[config.mk]
export PLATFORM = sky130hd
export DESIGN_NAME = calc_sched_16
export DESIGN_NICKNAME = d
export VERILOG_FILES = /design/src/rtl/calc_pkg.sv /design/src/rtl/calc_rr_arb2.sv /design/src/rtl/calc_sched_16.sv
export SDC_FILE = /design/constraint.sdc
export NUM_CORES = 1
export LEC_CHECK = 0
export ABC_AREA = 1
export BUFFER_PORTS_ARGS = -buffer_cell sky130_fd_sc_hd__buf_2
export CAP_MARGIN = 20
export CORE_MARGIN = 2
export CORE_UTILIZATION = 39
export CTS_CLUSTER_SIZE = 40
export DETAILED_ROUTE_END_ITERATION = 16
export GPL_TIMING_DRIVEN = 0
export PLACE_DENSITY = 0.79
export RECOVER_POWER = 25
export SLEW_MARGIN = 20
export SYNTH_ARGS = -nofsm -noshare
export SYNTH_HDL_FRONTEND = slang
export SYNTH_SLANG_ARGS = --single-unit
[constraint.sdc]
create_clock -name clk -period 2.1 [get_ports clk]
set_input_delay 0.42 -clock clk [delete_from_list [all_inputs] [get_ports clk]]
set_output_delay 0.42 -clock clk [all_outputs]
set_load 0.005 [all_outputs]
[src/rtl/calc_pkg.sv]
// Shared definitions for the calc scheduler: opcodes, FSM states,
// latched command bundle and the opcode-to-latency-class mapping.
package calc_pkg;

    localparam logic [2:0] OP_ADD = 3'b000;
    localparam logic [2:0] OP_SUB = 3'b001;
    localparam logic [2:0] OP_MUL = 3'b010;
    localparam logic [2:0] OP_DIV = 3'b011;
    localparam logic [2:0] OP_EXP = 3'b100;
    localparam logic [2:0] OP_LOG = 3'b101;
    localparam logic [2:0] OP_POW = 3'b110;
    localparam logic [2:0] OP_MOD = 3'b111;

    typedef enum logic [1:0] {
        ST_IDLE = 2'd0,
        ST_RUN  = 2'd1,
        ST_CAPT = 2'd2,
        ST_RESP = 2'd3
    } state_t;

    typedef enum logic [1:0] {
        LC_ADDSUB = 2'd0,
        LC_MULDIV = 2'd1,
        LC_EXT    = 2'd2
    } lat_class_t;

    typedef struct packed {
        logic        id;
        logic [2:0]  op;
        logic [15:0] a;
        logic [15:0] b;
    } cmd_t;

    function automatic lat_class_t lat_class(input logic [2:0] op);
        lat_class_t c;
        case (op)
            OP_ADD, OP_SUB:         c = LC_ADDSUB;
            OP_MUL, OP_DIV, OP_MOD: c = LC_MULDIV;
            default:                c = LC_EXT;
        endcase
        return c;
    endfunction

    // Ops whose result is undefined when the divisor is zero.
    function automatic logic div_like(input logic [2:0] op);
        return (op == OP_DIV) || (op == OP_MOD);
    endfunction

endpackage

[src/rtl/calc_rr_arb2.sv]
// Two-way round-robin arbiter: grants the lone valid requester, or the
// prio requester on contention; prio flips to the loser on each take.
module calc_rr_arb2 (
    input  logic       clk,
    input  logic       rst,
    input  logic [1:0] valid,
    input  logic       take,
    output logic       grant_any,
    output logic       grant_id
);

    logic prio;

    always_comb begin
        grant_id = 1'b0;
        if (valid[0] && valid[1]) begin
            grant_id = prio;
        end else if (valid[1]) begin
            grant_id = 1'b1;
        end
    end

    assign grant_any = |valid;

    always_ff @(posedge clk) begin
        if (!rst) begin
            prio <= 1'b0;
        end else if (take) begin
            prio <= ~grant_id;
        end
    end

endmodule

[src/rtl/calc_sched_16.sv]
// Schedules commands from two requesters onto one shared multi-cycle
// calc unit. Ports: req0/req1 valid/ready/op/a/b, rsp valid/ready/id/
// data/sign/err, calc_* drive/result to the unit, busy status.
module calc_sched_16
    import calc_pkg::*;
#(
    parameter int unsigned LAT_ADDSUB = 1,
    parameter int unsigned LAT_MULDIV = 16,
    parameter int unsigned LAT_EXT    = 32
) (
    input  logic        clk,
    input  logic        rst,
    input  logic        req0_valid,
    output logic        req0_ready,
    input  logic [2:0]  req0_op,
    input  logic [15:0] req0_a,
    input  logic [15:0] req0_b,
    input  logic        req1_valid,
    output logic        req1_ready,
    input  logic [2:0]  req1_op,
    input  logic [15:0] req1_a,
    input  logic [15:0] req1_b,
    output logic        rsp_valid,
    input  logic        rsp_ready,
    output logic        rsp_id,
    output logic [15:0] rsp_data,
    output logic        rsp_sign,
    output logic        rsp_err,
    output logic        calc_enable,
    output logic [2:0]  calc_operation,
    output logic [15:0] calc_opa,
    output logic [15:0] calc_opb,
    input  logic [15:0] calc_sum,
    input  logic        calc_sign,
    output logic        busy
);

    localparam logic [5:0] L_AS = 6'(LAT_ADDSUB);
    localparam logic [5:0] L_MD = 6'(LAT_MULDIV);
    localparam logic [5:0] L_EX = 6'(LAT_EXT);

    state_t      state;
    state_t      state_nx;
    cmd_t        cmd;
    cmd_t        in_cmd;
    logic [5:0]  cnt;
    logic [5:0]  lat_sel;
    logic        grant_any;
    logic        grant_id;
    logic        accept;
    logic        div0;

    calc_rr_arb2 u_arb (
        .clk       (clk),
        .rst       (rst),
        .valid     ({req1_valid, req0_valid}),
        .take      (accept),
        .grant_any (grant_any),
        .grant_id  (grant_id)
    );

    always_comb begin
        in_cmd.id = grant_id;
        in_cmd.op = grant_id ? req1_op : req0_op;
        in_cmd.a  = grant_id ? req1_a  : req0_a;
        in_cmd.b  = grant_id ? req1_b  : req0_b;
    end

    always_comb begin
        lat_sel = L_EX;
        case (lat_class(in_cmd.op))
            LC_ADDSUB: lat_sel = L_AS;
            LC_MULDIV: lat_sel = L_MD;
            default:   lat_sel = L_EX;
        endcase
    end

    assign accept = (state == ST_IDLE) && grant_any;
    assign div0   = div_like(in_cmd.op) && (in_cmd.b == 16'h0000);

    always_ff @(posedge clk) begin
        if (!rst) begin
            state <= ST_IDLE;
        end else begin
            state <= state_nx;
        end
    end

    always_comb begin
        state_nx   = state;
        req0_ready = accept && !grant_id;
        req1_ready = accept && grant_id;
        unique case (state)
            ST_IDLE: begin
                if (accept) begin
                    state_nx = div0 ? ST_RESP : ST_RUN;
                end
            end
            // cnt==1 is the last enabled cycle; it decrements to zero here.
            ST_RUN:  if (cnt <= 6'd1) state_nx = ST_CAPT;
            ST_CAPT: state_nx = ST_RESP;
            ST_RESP: if (rsp_ready) state_nx = ST_IDLE;
            default: state_nx = ST_IDLE;
        endcase
    end

    always_ff @(posedge clk) begin
        if (!rst) begin
            cmd      <= '0;
            cnt      <= 6'd0;
            rsp_data <= 16'h0000;
            rsp_sign <= 1'b0;
            rsp_err  <= 1'b0;
        end else begin
            if (accept) begin
                cmd <= in_cmd;
                cnt <= div0 ? 6'd0 : lat_sel;
                if (div0) begin
                    rsp_data <= 16'hFFFF;
                    rsp_sign <= 1'b0;
                    rsp_err  <= 1'b1;
                end
            end
            if (state == ST_RUN && cnt != 6'd0) begin
                cnt <= cnt - 6'd1;
            end
            if (state == ST_CAPT) begin
                rsp_data <= calc_sum;
                rsp_sign <= calc_sign;
                rsp_err  <= 1'b0;
            end
        end
    end

    assign calc_enable    = (state == ST_RUN);
    assign calc_operation = cmd.op;
    assign calc_opa       = cmd.a;
    assign calc_opb       = cmd.b;
    assign rsp_valid      = (state == ST_RESP);
    assign rsp_id         = cmd.id;
    assign busy           = (state != ST_IDLE);

endmodule

==> run_results.csv <==
group,metric,value,unit
routing,drt_iter0_markers,101,
timing,setup_tns,0,ps
die,fp.dieH,93.2,um
routing,drt_pre_antenna_iters,4,
placed_design,port_buffers,148,
logic_synthesis,ys_async_sr_fraction,0,%
routing,remaining_drc_errors,0,
logic_synthesis,synth_edf_count,0,
global_routing,grt_antenna_before_repair,0,
setup_path,critPathTopFamily,"buffers and inverters",
timing,fmax,511,MHz
global_routing,grt_max_degree,11,
setup_path,slowest_delay,310,ps
clock_network,cts_buffers,9,
logic_synthesis,seq_area_frac_synth,40.6,%
setup_path,end_kind,"primary output",
timing,setup_viol,0,
run_status,outcome,"complete, no violations",
placed_design,gp_congestion,0.850,
logic_synthesis,ys_types,26,
logic_synthesis,synth_top_area_share,40.6,%
placed_design,dp_hpwl,6570,um
timing,drv_slew,0,
clock_network,cts_tree,"built",
cells_and_area,finalCoreUtilization,55.1,%
power,power_leakage,0.00238,uW
logic_synthesis,synthCells,454,
cells_and_area,final-seq-area,0.00126,sq mm
cells_and_area,n_antenna_cell,0,
setup_path,worst_ep_required_time,1680,ps
logic_synthesis,synth_common_cells,"nand2_1, inv_1, dfxtp_1",
setup_path,cp_max_fo,10,
routing,avgRoutedWirePerCell,11.6,um
global_routing,grt_use_total,19.5,%
die,start_util,40.2,%
timing,rsz0062_at_grt,"false",
routing,antenna_left,0,
die,io_pins,151,
clock_network,cts_hold_buffers,0,
clock_network,path_clk_slew,70,ps
logic_synthesis,syn-mean-instance-area,6.84,sq um
logic_synthesis,syn_area,0.00310,sq mm
global_routing,grt_first_pass_wirelength,13600,um
timing,hold_viol,0,
setup_path,cp-start-kind,"flop",
logic_synthesis,synth-main-ff-cell,"dfxtp_1",
routing,drt_wl_total,8360,um
placed_design,dp_cells,704,
global_routing,grt_pass1_vias,3211,
die,die-area,0.00869,sq mm
timing,setup_slack,143,ps
setup_path,crit_arrival,1540,ps
die,fp.coreArea,0.00773,sq mm
flow_run,maxCapViolations,0,
timing,max_slew_margin,62.4,%
global_routing,grt_overflow,0,
placed_design,post-place-ws,-322,ps
cells_and_area,multi_input_area,0.00147,sq mm
logic_synthesis,ys_ff_latch,63,
clock_network,h-tree-depth,3,
power,irDropWorstVdd,0.554,mV
cells_and_area,stdcell_count,723,
setup_path,crit_slowest_cell,"dfxtp_1",
die,rows,32,
timing,skew,5.50,ps
logic_synthesis,yosysMostFrequentCell,"nand2_1",
power,power_density,1190,mW/mm^2
timing,worst_pin_slew,564,ps
setup_path,crit_chain,"inv_2, nand2_4, nand2_4, buf_8, inv_1, nor2_2, buf_6, buf_2",
clock_network,root_buffer,"clkbuf_8",
setup_path,crit_top_cell,"nand2_4",
logic_synthesis,yosysWarnings,0,
logic_synthesis,synth_area_leaders,"dfxtp_1, nand2_1, inv_1, nor2_1, o211ai_1",
setup_path,path_class,"reg -> out",
cells_and_area,layout.nets,718,
hold_path,hold_class,"in -> reg",
cells_and_area,drive_gt1_share,29.0,%
die,die_x,93.2,um
timing,timing.final.crit_share,93.2,%
logic_synthesis,synth_fp_nets,554,
timing,fin_crit,1960,ps
routing,via_per_inst,4.69,
setup_path,critPathBufInv,5,
clock_network,clockBufferDepth,2,
clock_network,clk_latency,330,ps
logic_synthesis,synth_top_area_cell,"dfxtp_1",
cells_and_area,areaGrowthSynthToFinish,37.0,%
cells_and_area,nFillCells,785,
clock_network,clock-sinks,63,
routing,num_vias,3389,
-- repair_timing --
item / 4_1_cts / 5_1_grt
resized for setup: 7 / 14
setup endpoints to repair: 2 / 18
pin swaps: 2 / 2
setup buffers: 1 / 5
cloned: 0 / 0
endpoints found under the hold margin: 0 / 0
-- cell type report --
cell class                 instances  area share, %
tap                              102           3.00
timing repair buffer             154           18.1
clock inverter                     5           1.76
sequential                        63           29.6
inverter                          78           6.88
multi-input combinational        290           34.5
buffer                            22           3.21
clock buffer                       9           2.91
-- power breakdown --
group | switching [uW] | internal [uW]
sequential | 199 | 1560
clock | 439 | 648
combinational | 1310 | 887
total | 1950 | 3100
-- path summary, 6_finish.rpt --
check	startpoint	end	slack, ps	cells after the start
worst min register to register	rsp_err$_SDFFE_PP0P_	rsp_err$_SDFFE_PP0P_	460	2
worst max-delay path	u_arb.prio$_SDFFE_PN0P_	req0_ready	140	8
worst min-delay path	req0_a[12]	calc_opa[12]$_SDFFE_PN0P_	340	3
worst max register to register	u_arb.prio$_SDFFE_PN0P_	rsp_sign$_SDFFE_PN0P_	270	13
-- through the flow --
stage                     cell area, sq um  total power [uW]  hold WS [ps]
after floorplan                       3100              3110           443
final                                 4250              5050           343
after global placement                3970              3800           436
after CTS                             4200              5030           336
after detailed placement              3970              3880           437
after global routing                  4250              5470           337
-- per-layer routing --
layer,vias to the layer above,share of wire (%),global-route usage (%)
li1,1753,-,-
met1,1505,45,23.9
met2,117,47,33.4
met3,14,6.4,4.03
met4,0,1.8,7.72
met5,-,0,0
-- placed cells by master, fill, tap and decap left out, types with 5 or more instances in the layout --
cell	count
clkbuf_1	22
nor2_1	47
o21ai_1	11
o211ai_1	20
a31oi_1	19
ha_1	8
a21oi_1	9
inv_1	76
nand3b_1	14
nand3_1	5
dfxtp_1	63
buf_4	7
o21ai_0	14
buf_2	141
clkbuf_8	10
nand2_1	125
-- registers in the layout, summed over array words and instances (netlist names) --
name	count
calc_opa	16
calc_opb	16
calc_operation	3
cnt	6
rsp_data	16
rsp_err	1
rsp_id	1
rsp_sign	1
state	2
u_arb.prio	1
-- worst register-to-register path, cell delays in order (launching register included) --
cell and delay, ps:
dfxtp_1 320, inv_2 50, nand2_4 100, clkbuf_4 210, nand3b_1 90, nand2_1 90, nand2_1 60, nor2_1 120
nand2_1 100, nor2_2 130, nand3_2 140, buf_4 170, nand3_1 60, a21oi_1 60
-- cell families after synthesis --
| family | synth area share, % |
|---|---|
| mux | 0.322 |
| buf+inv | 13.3 |
| flops | 40.6 |
| compound gates | 15.0 |
| fa+ha+maj | 3.22 |
| simple gates | 27.5 |
Power figures use the tool's default switching activity.
